[src/rtl/regfile_2r1w_32x32_ctl_pkg.sv]
// Shared constants and types for the 32x32 2R1W register-file front end.
// Latency: n/a (declarations only).
// Backpressure: n/a.
// Contents: entry count, data/address widths, big-endian-indexed address/data
// types matching the macro pinout, and the INIT/RUN state encoding.
package regfile_2r1w_32x32_ctl_pkg;

  localparam int N_ENTRIES = 32;
  localparam int DAT_W     = 32;
  localparam int ADR_W     = 5;

  // Bit 0 is the MSB on every macro-facing bus.
  typedef logic [0:ADR_W-1] adr_t;
  typedef logic [0:DAT_W-1] dat_t;

  typedef enum logic {
    INIT = 1'b0,
    RUN  = 1'b1
  } state_t;

  localparam adr_t LAST_ADR = adr_t'(N_ENTRIES - 1);

endpackage

[src/rtl/regfile_predec_5b.sv]
// Address predecoder for one macro port: en + 5-bit address -> ten select lines.
// Latency: combinational.
// Backpressure: none; a disabled port drives all ten lines low.
// Ports: en, adr[0:4] (bit 0 = MSB) in; c_na0/c_a0, the four a1/a2 one-hot
// terms, na3/a3 and na4/a4 out.
module regfile_predec_5b
  import regfile_2r1w_32x32_ctl_pkg::*;
(
  input  logic en,
  input  adr_t adr,
  output logic c_na0,
  output logic c_a0,
  output logic na1_na2,
  output logic na1_a2,
  output logic a1_na2,
  output logic a1_a2,
  output logic na3,
  output logic a3,
  output logic na4,
  output logic a4
);

  // The port enable is folded into every group so an idle port selects nothing.
  assign c_na0   = en & ~adr[0];
  assign c_a0    = en &  adr[0];
  assign na1_na2 = en & ~adr[1] & ~adr[2];
  assign na1_a2  = en & ~adr[1] &  adr[2];
  assign a1_na2  = en &  adr[1] & ~adr[2];
  assign a1_a2   = en &  adr[1] &  adr[2];
  assign na3     = en & ~adr[3];
  assign a3      = en &  adr[3];
  assign na4     = en & ~adr[4];
  assign a4      = en &  adr[4];

endmodule

[src/rtl/regfile_2r1w_32x32_ctl.sv]
// Front-end controller for the 32x32 2R1W register-file macro: registers
// requests, predecodes addresses, captures read data, clears the array after reset.
// Latency: read data valid two edges after the request is presented; write
// reaches the macro in the cycle after it is sampled.
// Backpressure: ready is low during the 32-cycle post-reset clear; requests
// presented while ready is low are dropped.
// Ports: clk, reset (async, active-high); rd0/rd1/wr0 en+adr in; wr0_dat in;
// rd*_q/rd*_q_val out; 10 predecode lines per port, wr0_arr_dat out; rd*_arr_dat in.
// Option: define REGFILE_BYPASS_EN to forward same-stage write data to colliding reads.
module regfile_2r1w_32x32_ctl
  import regfile_2r1w_32x32_ctl_pkg::*;
(
  input  logic        clk,
  input  logic        reset,
  output logic        ready,
  input  logic        rd0_en,
  input  logic [0:4]  rd0_adr,
  input  logic        rd1_en,
  input  logic [0:4]  rd1_adr,
  input  logic        wr0_en,
  input  logic [0:4]  wr0_adr,
  input  logic [0:31] wr0_dat,
  output logic [0:31] rd0_q,
  output logic [0:31] rd1_q,
  output logic        rd0_q_val,
  output logic        rd1_q_val,
  output logic        rd0_c_na0,
  output logic        rd0_c_a0,
  output logic        rd0_na1_na2,
  output logic        rd0_na1_a2,
  output logic        rd0_a1_na2,
  output logic        rd0_a1_a2,
  output logic        rd0_na3,
  output logic        rd0_a3,
  output logic        rd0_na4,
  output logic        rd0_a4,
  output logic        rd1_c_na0,
  output logic        rd1_c_a0,
  output logic        rd1_na1_na2,
  output logic        rd1_na1_a2,
  output logic        rd1_a1_na2,
  output logic        rd1_a1_a2,
  output logic        rd1_na3,
  output logic        rd1_a3,
  output logic        rd1_na4,
  output logic        rd1_a4,
  output logic        wr0_c_na0,
  output logic        wr0_c_a0,
  output logic        wr0_na1_na2,
  output logic        wr0_na1_a2,
  output logic        wr0_a1_na2,
  output logic        wr0_a1_a2,
  output logic        wr0_na3,
  output logic        wr0_a3,
  output logic        wr0_na4,
  output logic        wr0_a4,
  output logic [0:31] wr0_arr_dat,
  input  logic [0:31] rd0_arr_dat,
  input  logic [0:31] rd1_arr_dat
);

  state_t state;
  state_t state_nxt;
  adr_t   init_cnt;
  logic   init_last;

  // Stage-1 request registers: these drive the predecoders directly.
  logic   s_rd0_en;
  logic   s_rd1_en;
  logic   s_wr0_en;
  adr_t   s_rd0_adr;
  adr_t   s_rd1_adr;
  adr_t   s_wr0_adr;
  dat_t   s_wr0_dat;

  dat_t   rd0_cap;
  dat_t   rd1_cap;

  // The clear sequence ends once the write to the last entry is on the macro pins.
  assign init_last = (state == INIT) && s_wr0_en && (s_wr0_adr == LAST_ADR);

  always_ff @(posedge clk or posedge reset) begin
    if (reset) state <= INIT;
    else       state <= state_nxt;
  end

  always_comb begin
    state_nxt = state;
    case (state)
      INIT:    if (init_last) state_nxt = RUN;
      RUN:     state_nxt = RUN;
      default: state_nxt = INIT;
    endcase
  end

  always_comb begin
    ready = (state == RUN);
  end

  always_ff @(posedge clk or posedge reset) begin
    if (reset)                         init_cnt <= '0;
    else if (state == INIT && !init_last) init_cnt <= init_cnt + 5'd1;
  end

  // In INIT the write stage is owned by the clear sequence and user requests
  // are discarded; in RUN every port is registered straight from the inputs.
  always_ff @(posedge clk or posedge reset) begin
    if (reset) begin
      s_rd0_en  <= 1'b0;
      s_rd1_en  <= 1'b0;
      s_wr0_en  <= 1'b0;
      s_rd0_adr <= '0;
      s_rd1_adr <= '0;
      s_wr0_adr <= '0;
      s_wr0_dat <= '0;
    end else if (state == INIT) begin
      s_rd0_en  <= 1'b0;
      s_rd1_en  <= 1'b0;
      s_wr0_en  <= ~init_last;
      s_rd0_adr <= '0;
      s_rd1_adr <= '0;
      s_wr0_adr <= init_cnt;
      s_wr0_dat <= '0;
    end else begin
      s_rd0_en  <= rd0_en;
      s_rd1_en  <= rd1_en;
      s_wr0_en  <= wr0_en;
      s_rd0_adr <= rd0_adr;
      s_rd1_adr <= rd1_adr;
      s_wr0_adr <= wr0_adr;
      s_wr0_dat <= wr0_dat;
    end
  end

`ifdef REGFILE_BYPASS_EN
  // A read of the entry being written this cycle sees the new data.
  assign rd0_cap = (s_rd0_en && s_wr0_en && (s_rd0_adr == s_wr0_adr)) ? s_wr0_dat : rd0_arr_dat;
  assign rd1_cap = (s_rd1_en && s_wr0_en && (s_rd1_adr == s_wr0_adr)) ? s_wr0_dat : rd1_arr_dat;
`else
  assign rd0_cap = rd0_arr_dat;
  assign rd1_cap = rd1_arr_dat;
`endif

  always_ff @(posedge clk or posedge reset) begin
    if (reset) begin
      rd0_q     <= '0;
      rd1_q     <= '0;
      rd0_q_val <= 1'b0;
      rd1_q_val <= 1'b0;
    end else begin
      rd0_q_val <= s_rd0_en;
      rd1_q_val <= s_rd1_en;
      if (s_rd0_en) rd0_q <= rd0_cap;
      if (s_rd1_en) rd1_q <= rd1_cap;
    end
  end

  assign wr0_arr_dat = s_wr0_en ? s_wr0_dat : '0;

  regfile_predec_5b u_predec_rd0 (
    .en(s_rd0_en), .adr(s_rd0_adr),
    .c_na0(rd0_c_na0), .c_a0(rd0_c_a0),
    .na1_na2(rd0_na1_na2), .na1_a2(rd0_na1_a2), .a1_na2(rd0_a1_na2), .a1_a2(rd0_a1_a2),
    .na3(rd0_na3), .a3(rd0_a3), .na4(rd0_na4), .a4(rd0_a4)
  );

  regfile_predec_5b u_predec_rd1 (
    .en(s_rd1_en), .adr(s_rd1_adr),
    .c_na0(rd1_c_na0), .c_a0(rd1_c_a0),
    .na1_na2(rd1_na1_na2), .na1_a2(rd1_na1_a2), .a1_na2(rd1_a1_na2), .a1_a2(rd1_a1_a2),
    .na3(rd1_na3), .a3(rd1_a3), .na4(rd1_na4), .a4(rd1_a4)
  );

  regfile_predec_5b u_predec_wr0 (
    .en(s_wr0_en), .adr(s_wr0_adr),
    .c_na0(wr0_c_na0), .c_a0(wr0_c_a0),
    .na1_na2(wr0_na1_na2), .na1_a2(wr0_na1_a2), .a1_na2(wr0_a1_na2), .a1_a2(wr0_a1_a2),
    .na3(wr0_na3), .a3(wr0_a3), .na4(wr0_na4), .a4(wr0_a4)
  );

endmodule

[config.mk]
export PLATFORM = sky130hd
export DESIGN_NAME = regfile_2r1w_32x32_ctl
export DESIGN_NICKNAME = d
export VERILOG_FILES = /design/src/rtl/regfile_2r1w_32x32_ctl_pkg.sv /design/src/rtl/regfile_predec_5b.sv /design/src/rtl/regfile_2r1w_32x32_ctl.sv
export SDC_FILE = /design/constraint.sdc
export NUM_CORES = 1
export LEC_CHECK = 0
export CAP_MARGIN = 15
export CORE_ASPECT_RATIO = 1.1
export CORE_MARGIN = 1.5
export CORE_UTILIZATION = 41
export CTS_BUF_LIST = sky130_fd_sc_hd__clkbuf_8
export DETAILED_ROUTE_END_ITERATION = 8
export GPL_ROUTABILITY_DRIVEN = 0
export PLACE_DENSITY_LB_ADDON = 0.05
export REMOVE_ABC_BUFFERS = 1
export SYNTH_ARGS = -nofsm -noshare
export SYNTH_HDL_FRONTEND = slang
export SYNTH_SLANG_ARGS = --single-unit
[constraint.sdc]
create_clock -name clk -period 5.5 [get_ports clk]
set_clock_uncertainty 0.2 [all_clocks]
set_input_delay 1.1 -clock clk [delete_from_list [all_inputs] [get_ports clk]]
set_output_delay 1.1 -clock clk [all_outputs]
set_load 0.01 [all_outputs]
==> results of run 1 <==
-- flip-flops by register name, indices dropped and copies added (netlist names) --
name and count:
rd1_q 32, s_wr0_en 1, rd1_q_val 1, s_rd0_en 1
s_wr0_adr 5, s_wr0_dat 32, ready 1, s_rd0_adr 5
rd0_q 32, s_rd1_en 1, init_cnt 5, s_rd1_adr 5
rd0_q_val 1
-- kinds of logic (layout without fill, tap and decap cells) --
family	count (synthesis)	in the layout	synth area share, %
AO/OA/AOI/OAI	5	5	0.736
XOR/XNOR	4	4	0.736
adder cells (fa/ha/maj)	1	1	0.263
buffers and inverters	23	284	2.13
flip-flops	122	122	64.1
multiplexers	70	70	16.6
AND/OR/NAND/NOR	115	115	15.4
-- cell usage in the layout (no fill, tap or decap) --
master and instances:
sky130_fd_sc_hd__and3_4 1, sky130_fd_sc_hd__ha_1 1, sky130_fd_sc_hd__clkinv_4 2, sky130_fd_sc_hd__and3b_1 3, sky130_fd_sc_hd__a21o_4 1, sky130_fd_sc_hd__nor2_1 3
sky130_fd_sc_hd__nand3_2 1, sky130_fd_sc_hd__dfrtp_1 122, sky130_fd_sc_hd__nand3_1 1, sky130_fd_sc_hd__mux2_4 1, sky130_fd_sc_hd__nand2_1 3, sky130_fd_sc_hd__inv_2 1
sky130_fd_sc_hd__and2_2 1, sky130_fd_sc_hd__and2b_2 1, sky130_fd_sc_hd__clkbuf_8 18, sky130_fd_sc_hd__nor3b_1 3, sky130_fd_sc_hd__buf_4 5, sky130_fd_sc_hd__inv_1 4
sky130_fd_sc_hd__and2_1 84, sky130_fd_sc_hd__nor2b_1 9, sky130_fd_sc_hd__a21oi_1 3, sky130_fd_sc_hd__bufinv_16 2, sky130_fd_sc_hd__inv_4 1, sky130_fd_sc_hd__clkinv_2 3
sky130_fd_sc_hd__nand4b_1 2, sky130_fd_sc_hd__and3_1 2, sky130_fd_sc_hd__xor2_1 2, sky130_fd_sc_hd__mux2_2 69, sky130_fd_sc_hd__nor3_1 1, sky130_fd_sc_hd__o21ai_0 1
sky130_fd_sc_hd__clkdlybuf4s50_1 244, sky130_fd_sc_hd__clkinvlp_4 4, sky130_fd_sc_hd__xnor2_1 2
-- power by group through the flow --
stage | clock network [mW] | logic [mW] | registers (mW)
3_5_place_dp | 0 | 0.380 | 1.02
2_1_floorplan | 0 | 0.105 | 1.04
3_3_place_gp | 0 | 0.376 | 1.01
5_1_grt | 0.818 | 0.403 | 1.01
4_1_cts | 0.775 | 0.382 | 0.999
6_report | 0.752 | 0.377 | 0.998
-- metal layers --
| metal | part of all wire [%] | global-route usage, % | wire, microns | up-vias |
|---|---|---|---|---|
| met5 | 0 | 0 | 0 | - |
| met4 | 1.7 | 8.11 | 188 | 0 |
| met3 | 9.9 | 8.61 | 1130 | 12 |
| met2 | 50 | 31.0 | 5640 | 152 |
| met1 | 39 | 21.2 | 4400 | 1632 |
| li1 | - | - | - | 1615 |
-- how the worst max path moves through the flow --
stage                         from  slack (ns)  depth (start not counted)          end
after global routing      s_wr0_en        1.65                          3    wr0_a1_a2
after detailed placement  s_wr0_en        2.29                          3    wr0_a1_a2
final                     s_wr0_en        1.91                          3    wr0_a1_a2
after floorplan              reset        0.96                          1  init_cnt[0]
after CTS                 s_wr0_en        1.80                          3    wr0_a1_a2
after global placement    s_wr0_en        2.32                          3    wr0_a1_a2
-- final cells by class --
class	count	area [sq um]	share of cell area, %
multi-input cells	195	1610	20.8
well taps	150	188	2.43
flip-flops and latches	122	3050	39.5
repair buffers	249	2480	32.1
inverters	3	13.8	0.178
clock inverters	14	134	1.73
clock buffers	18	248	3.21
-- metrics by stage --
| stage | instance area (sq um) | std cells |
|---|---|---|
| 5_1_grt | 7720 | 751 |
| 3_3_place_gp | 7340 | 719 |
| 2_1_floorplan | 4670 | 320 |
| 4_1_cts | 7720 | 751 |
| 6_report | 7720 | 751 |
| 3_5_place_dp | 7340 | 719 |
==> metrics list, run 1 <==
* Clk network pwr share: 35.4%
- The worst path uses 65.2% of the clock period.
- After filler insertion, the fill cell instance count of the layout stands at 905.
* Hold Path Sink: init_cnt[4]
- On the worst path, the slowest cell contributes a delay of 0.99 ns.
- Number of hold buffers added after CTS: 0
* TritonCTS Buffers: 17
- Summed over its instances, the top area cell type makes up 64.1% of the synthesized netlist area.
- At the worst endpoint, the required time is 4.20 ns.
- Among all cell types in the netlist, the one instantiated most often is sky130_fd_sc_hd__dfrtp_1.
* Effective utilization at floorplan: 41.8%
* Post-route antenna net violation count: 0
* Switching power as a share of total power: 23.7%
- Counting instances, the worst hold path has a depth of 1.
- Setup repair after global routing left no endpoint under its margin.
* Reg2reg start: s_wr0_en
- At the placement stage, the worst setup path has a slack of 2.29 ns.
- For the pin with the worst max-slew slack, the measured transition is 0.987 ns.
- For the final routed database, the setup TNS stands at 0 ns.
- Clock-pin slew was measured on the worst setup and hold paths at 0.07 ns.
- Maximum resistive drop on vdd: 0.136 mV
- Worst relative slew slack: 34.2%
- In this run the deepest clock path goes through 2 buffers.
- The analysis attributes to cell leakage a power of 3.23 nW.
* Critical hold path startpoint: init_cnt[4]
* Cells on worst reg2reg path: 4
- Setup slack after layout: 1.91 ns
* Worst reg-to-reg setup slack: 3.42 ns
* Wire length of the first global-routing pass: 17,500 microns
- Width of the chip: 106 microns
- 0 antenna diodes ended up in the layout.
- Avg Cell Area, Syn: 14.0 sq um
* Post-CTS resize count: 0
- The tool flagged a number of max-cap violations equal to 0.
- The floorplan step defined a die boundary enclosing 12,300 sq um.
- Largest driver fanout on the critical path: 42
- The endpoint identified for the worst register-to-register timing path is init_cnt[1].
- Part of the power in registers: 46.9%
- In the synthesized netlist the dominant register cell turns out to be sky130_fd_sc_hd__dfrtp_1.
- Worst hold slack after final layout: 0.268 ns
* Number of max-slew violations in the final report: 0
- After the last flow step, the layout net total stands at 705.
- Fraction of registers with async set or reset after synthesis: 100%
* Residual DRC: 0
* Row cnt: 41
- Measured along the y axis, the die boundary spans 116 microns.
- After detailed routing, the average wire length per cell comes to 15.1 microns.
- Crit end category: primary output
- HPWL after DPL: 8210 microns
- 1st-pass router iterations: 4
- Combinational logic is responsible for 17.7% of the overall power.
- The floorplan step defined a core boundary enclosing 11,400 sq um.
* Number of synthesis warnings: 0
* WL final: 11,300 microns
- The initial antenna violation count is 0.
* Final-report setup violation count: 0
- Relative to the synthesized area, the layout overhead comes to 62.2%.
- Number of ports placed on the die boundary: 245
* Pwr dens: 275 nW/um^2
- Post-Route Utilization: 67.8%
- Post-synthesis cell type with the largest combined area: sky130_fd_sc_hd__dfrtp_1
- The critical path contains buffers and inverters numbering 2 combined.
* Top cell types by occurrence after synthesis: 122 x sky130_fd_sc_hd__dfrtp_1, 84 x sky130_fd_sc_hd__and2_1, 69 x sky130_fd_sc_hd__mux2_2
- Crit path kind: reg -> out
- Remaining global-route overflow: 0
- Final Total Pwr: 2.13 mW
* Clock sink count: 122
* Post-synthesis sequential area ratio: 64.1%
- H-tree levels: 4
- In this run, synthesis produced a sequential element count of 122.
* Top cells by area in the synthesized netlist: sky130_fd_sc_hd__dfrtp_1 64%, sky130_fd_sc_hd__mux2_2 16%, sky130_fd_sc_hd__and2_1 11%
* Maximum clock frequency: 279 MHz
- In the routed layout, each cell is associated on average with a via count of 4.54.
- TritonCTS clock tree: built
- Number of flops mapped to enable cells by yosys: 0
* Crit-path leading delay family: flip-flops
- The cell area that synthesis handed to floorplanning was 4760 sq um.
- STA classifies the critical path startpoint as a flop.
* Maximum number of pins on one net before global-route repair: 56
- The largest individual stage delay along the critical path comes from the cell sky130_fd_sc_hd__dfrtp_1.
- Switching power summed over all nets: 0.505 mW
* Fin crit period: 3.59 ns
* Layout cells sized above 1: 18.5%
- Input and output buffers added on the ports amount to 244.
- The tree is rooted in a sky130_fd_sc_hd__clkbuf_8.
* Result of the run: finished, final reports clean
* Chain of cells forming the critical path: nand3_2, inv_2, clkdlybuf4s50_1
- Post-CTS timing repair inserted 0 buffers for setup.
* Path class of the lowest-slack min-delay path: reg -> reg
- Via total after detailed routing: 3,411
- Distinct cell type count of the synthesized netlist: 28
* Internal Pwr Total: 1.62 mW
- Cells after Synth: 340
- At the worst endpoint, the arrival time is 2.29 ns.
- Final number of hold-violating endpoints: 0
* GRT Total Usage: 18.8%
- Clock latency reported for the late side of the worst-skew pair: 0.42 ns
- The detailed router finished its first iteration with 104 violations.
* Number of global-route vias before repair: 3,424
No activity file was read; power rests on OpenSTA's default activity.
==> run 2: changes to the inputs <==
--- a/config.mk
+++ b/config.mk
@@ -8,7 +8,7 @@
 export CAP_MARGIN = 15
 export CORE_ASPECT_RATIO = 1.1
 export CORE_MARGIN = 1.5
-export CORE_UTILIZATION = 41
+export CORE_UTILIZATION = 37
 export CTS_BUF_LIST = sky130_fd_sc_hd__clkbuf_8
 export DETAILED_ROUTE_END_ITERATION = 8
 export GPL_ROUTABILITY_DRIVEN = 0
==> constraint.sdc (replaced) <==
create_clock -name clk -period 2.9 [get_ports clk]
set_clock_uncertainty 0.2 [all_clocks]
set_input_delay 0.58 -clock clk [delete_from_list [all_inputs] [get_ports clk]]
set_output_delay 0.58 -clock clk [all_outputs]
set_load 0.01 [all_outputs]
==> metrics list, run 2 (synthesized netlist as in run 1, its figures left out) <==
- Entering global routing, the biggest net connects 123 pins.
- Maximum resistive drop on vdd: 0.274 mV
- The first detailed-routing pass ran for 4 iterations.
- Footprint of the multi-input gates: 1610 sq um
- Filler cells: 1,038
- Worst relative slew slack: 57.5%
- Setup slack after layout: 0.332 ns
* Post-CTS setup buffer count: 0
- WL final: 11,600 microns
* Vias per cell: 4.52
- For flop-to-flop paths, the worst setup slack is 1.23 ns.
- Detailed placement finished with a half-perimeter wire length of 8310 microns.
- Critical path required time: 2.12 ns
- Number of global-route vias before repair: 3,589
- For hold timing, the worst endpoint is init_cnt[4].
* Via total after detailed routing: 3,422
* Result of the run: finished, final reports clean
- Post-place setup slack: 0.752 ns
- Final Total Pwr: 4.08 mW
- Clk network pwr share: 35.9%
- Routed wire per std cell: 15.3 microns
- Leakage: 3.24 nW
- Most used cells in the layout excluding fill and tap cells: 244 x sky130_fd_sc_hd__clkdlybuf4s50_1, 122 x sky130_fd_sc_hd__dfrtp_1, 84 x sky130_fd_sc_hd__and2_1, 69 x sky130_fd_sc_hd__mux2_2, 21 x sky130_fd_sc_hd__clkbuf_8
* Number of design-rule violations left by the first detailed-router iteration: 78
* Final number of hold-violating endpoints: 0
- Clock latency reported for the late side of the worst-skew pair: 0.41 ns
- TritonCTS built the clock tree.
* Element type at the critical path start: flop
* Sum of negative setup slack: 0 ns
- Row cnt: 43
- The floorplan step defined a core boundary enclosing 12,600 sq um.
- Most common cell after layout, fill and taps aside: sky130_fd_sc_hd__clkdlybuf4s50_1
- During placement, the flow inserted port buffers numbering 244.
- Worst hold slack after final layout: 0.278 ns
* Switching power summed over all nets: 0.936 mW
- Effective utilization at floorplan: 37.8%
- Portion of total power attributed to combinational logic: 17.7%
- For the worst setup path, the data arrival time is 1.79 ns.
- Clock sink count: 122
- The tree is rooted in a sky130_fd_sc_hd__clkbuf_8.
- Pwr dens: 526 nW/um^2
- Worst-case clock buffer depth: 2
* Max_cap viols: 0
- GRT Total Usage: 17.8%
- After global routing the overflow that remains totals 0.
- Cells fill 61.6% of the core in the end.
* Unrepaired setup endpoints after global routing: false
* Crit end category: primary output
* H-tree levels: 4
- Part of the power in registers: 46.3%
* Area Overhead vs Synth: 63.0%
- In this run the critical register-to-register path is captured at rd0_q[29].
- Crit path kind: reg -> out
- The first global-routing pass estimated 18,600 microns of wire.
* Residual DRC: 0
* Cells on worst reg2reg path: 2
* Y dimension of the die: 122 microns
- The internal portion of the total power is 3.14 mW.
- In this run, CTS created clock tree buffers numbering 17.
- Post-layout net count: 707
- Path class of the lowest-slack min-delay path: reg -> reg
- In the final layout, flip-flops and latches occupy 3050 sq um.
- Antenna Cells: 0
- Width of the chip: 111 microns
* Final-report setup violation count: 0
- Actual slew at the worst max-slew pin: 0.637 ns
- In this run the count of I/O pins placed on the die edge is 245.
* Fin crit period: 2.57 ns
* Critical hold path startpoint: init_cnt[4]
* Worst hold stages: 1
- Of the available clock period, the critical path in the final layout requires 88.6%.
- Number of hold buffers added after CTS: 0
* Post-route antenna net violation count: 0
* Maximum clock frequency: 389 MHz
- Layout cells sized above 1: 18.8%
- Post-CTS resize count: 0
- Reg2reg start: s_rd0_en
- Clock-pin slew was measured on the worst setup and hold paths at 0.07 ns.
- The floorplan step defined a die boundary enclosing 13,600 sq um.
- Switching power as a share of total power: 23.0%
- The initial antenna violation count is 0.
- In the final layout, the registers with the most flip-flops are rd0_q (32), rd1_q (32), s_wr0_dat (32).
* Largest driver fanout on the critical path: 28
- Number of max-slew violations in the final report: 0
==> run 2: cell count changes in the layout (fill, tap and decap cells not counted) <==
cell	delta
sky130_fd_sc_hd__clkinvlp_4	-2
sky130_fd_sc_hd__buf_4	+1
sky130_fd_sc_hd__inv_1	-3
sky130_fd_sc_hd__buf_12	+1
sky130_fd_sc_hd__clkbuf_8	+3
sky130_fd_sc_hd__clkinv_4	-2
sky130_fd_sc_hd__clkinv_2	+1
==> run 2: how the worst max path moves through the flow <==
stage	cells after the start	end	startpoint
after floorplan	1	init_cnt[0]	reset
after global placement	3	wr0_na1_na2	s_wr0_en
after detailed placement	4	wr0_a1_a2	s_wr0_en
after CTS	4	wr0_a1_a2	s_wr0_en
after global routing	4	wr0_a1_a2	s_wr0_en
final	4	wr0_a1_a2	s_wr0_en
==> run 2: worst max-delay path, cell delays in order (launching register included) <==
cell	delay, ns
sky130_fd_sc_hd__dfrtp_1	0.35
sky130_fd_sc_hd__buf_4	0.24
sky130_fd_sc_hd__nand3_2	0.12
sky130_fd_sc_hd__inv_2	0.10
sky130_fd_sc_hd__clkdlybuf4s50_1	0.55
==> run 2: metrics by stage <==
step | cells | instance area, sq um
floorplan | 320 | 4670
global placement | 728 | 7380
detailed placement | 728 | 7380
CTS | 757 | 7760
global route | 757 | 7760
finish | 757 | 7760
==> run 2: layout make-up <==
type                    instances  share of cell area (%)
flip-flops and latches        122                    39.3
repair buffers                251                    32.3
multi-input cells             195                    20.7
clock buffers                  21                    3.72
well taps                     157                    2.53
clock inverters                 8                    1.23
inverters                       3                   0.177
==> run 2: power groups by stage <==
stage | combinational, mW | sequential (mW) | clock (mW)
2_1_floorplan | 0.200 | 1.97 | 0
3_3_place_gp | 0.726 | 1.91 | 0
3_5_place_dp | 0.733 | 1.92 | 0
4_1_cts | 0.736 | 1.89 | 1.52
5_1_grt | 0.774 | 1.91 | 1.59
6_report | 0.724 | 1.89 | 1.47
==> run 2: per-layer routing <==
metal	routed length (microns)	global-route usage [%]	share of wire, %
met5	0	0	0
met4	212	7.12	1.8
met3	1020	7.51	8.8
met2	5770	28.8	50
met1	4610	21.3	40
==> run 3: changes to the inputs <==
--- a/config.mk
+++ b/config.mk
@@ -9,7 +9,7 @@
 export CORE_ASPECT_RATIO = 1.1
 export CORE_MARGIN = 1.5
 export CORE_UTILIZATION = 37
-export CTS_BUF_LIST = sky130_fd_sc_hd__clkbuf_8
+export CTS_BUF_LIST = sky130_fd_sc_hd__clkbuf_4 sky130_fd_sc_hd__clkbuf_8
 export DETAILED_ROUTE_END_ITERATION = 8
 export GPL_ROUTABILITY_DRIVEN = 0
 export PLACE_DENSITY_LB_ADDON = 0.05
==> results of run 3 <==
Same layout as run 2: the final DEF is identical, and so are final timing and power.
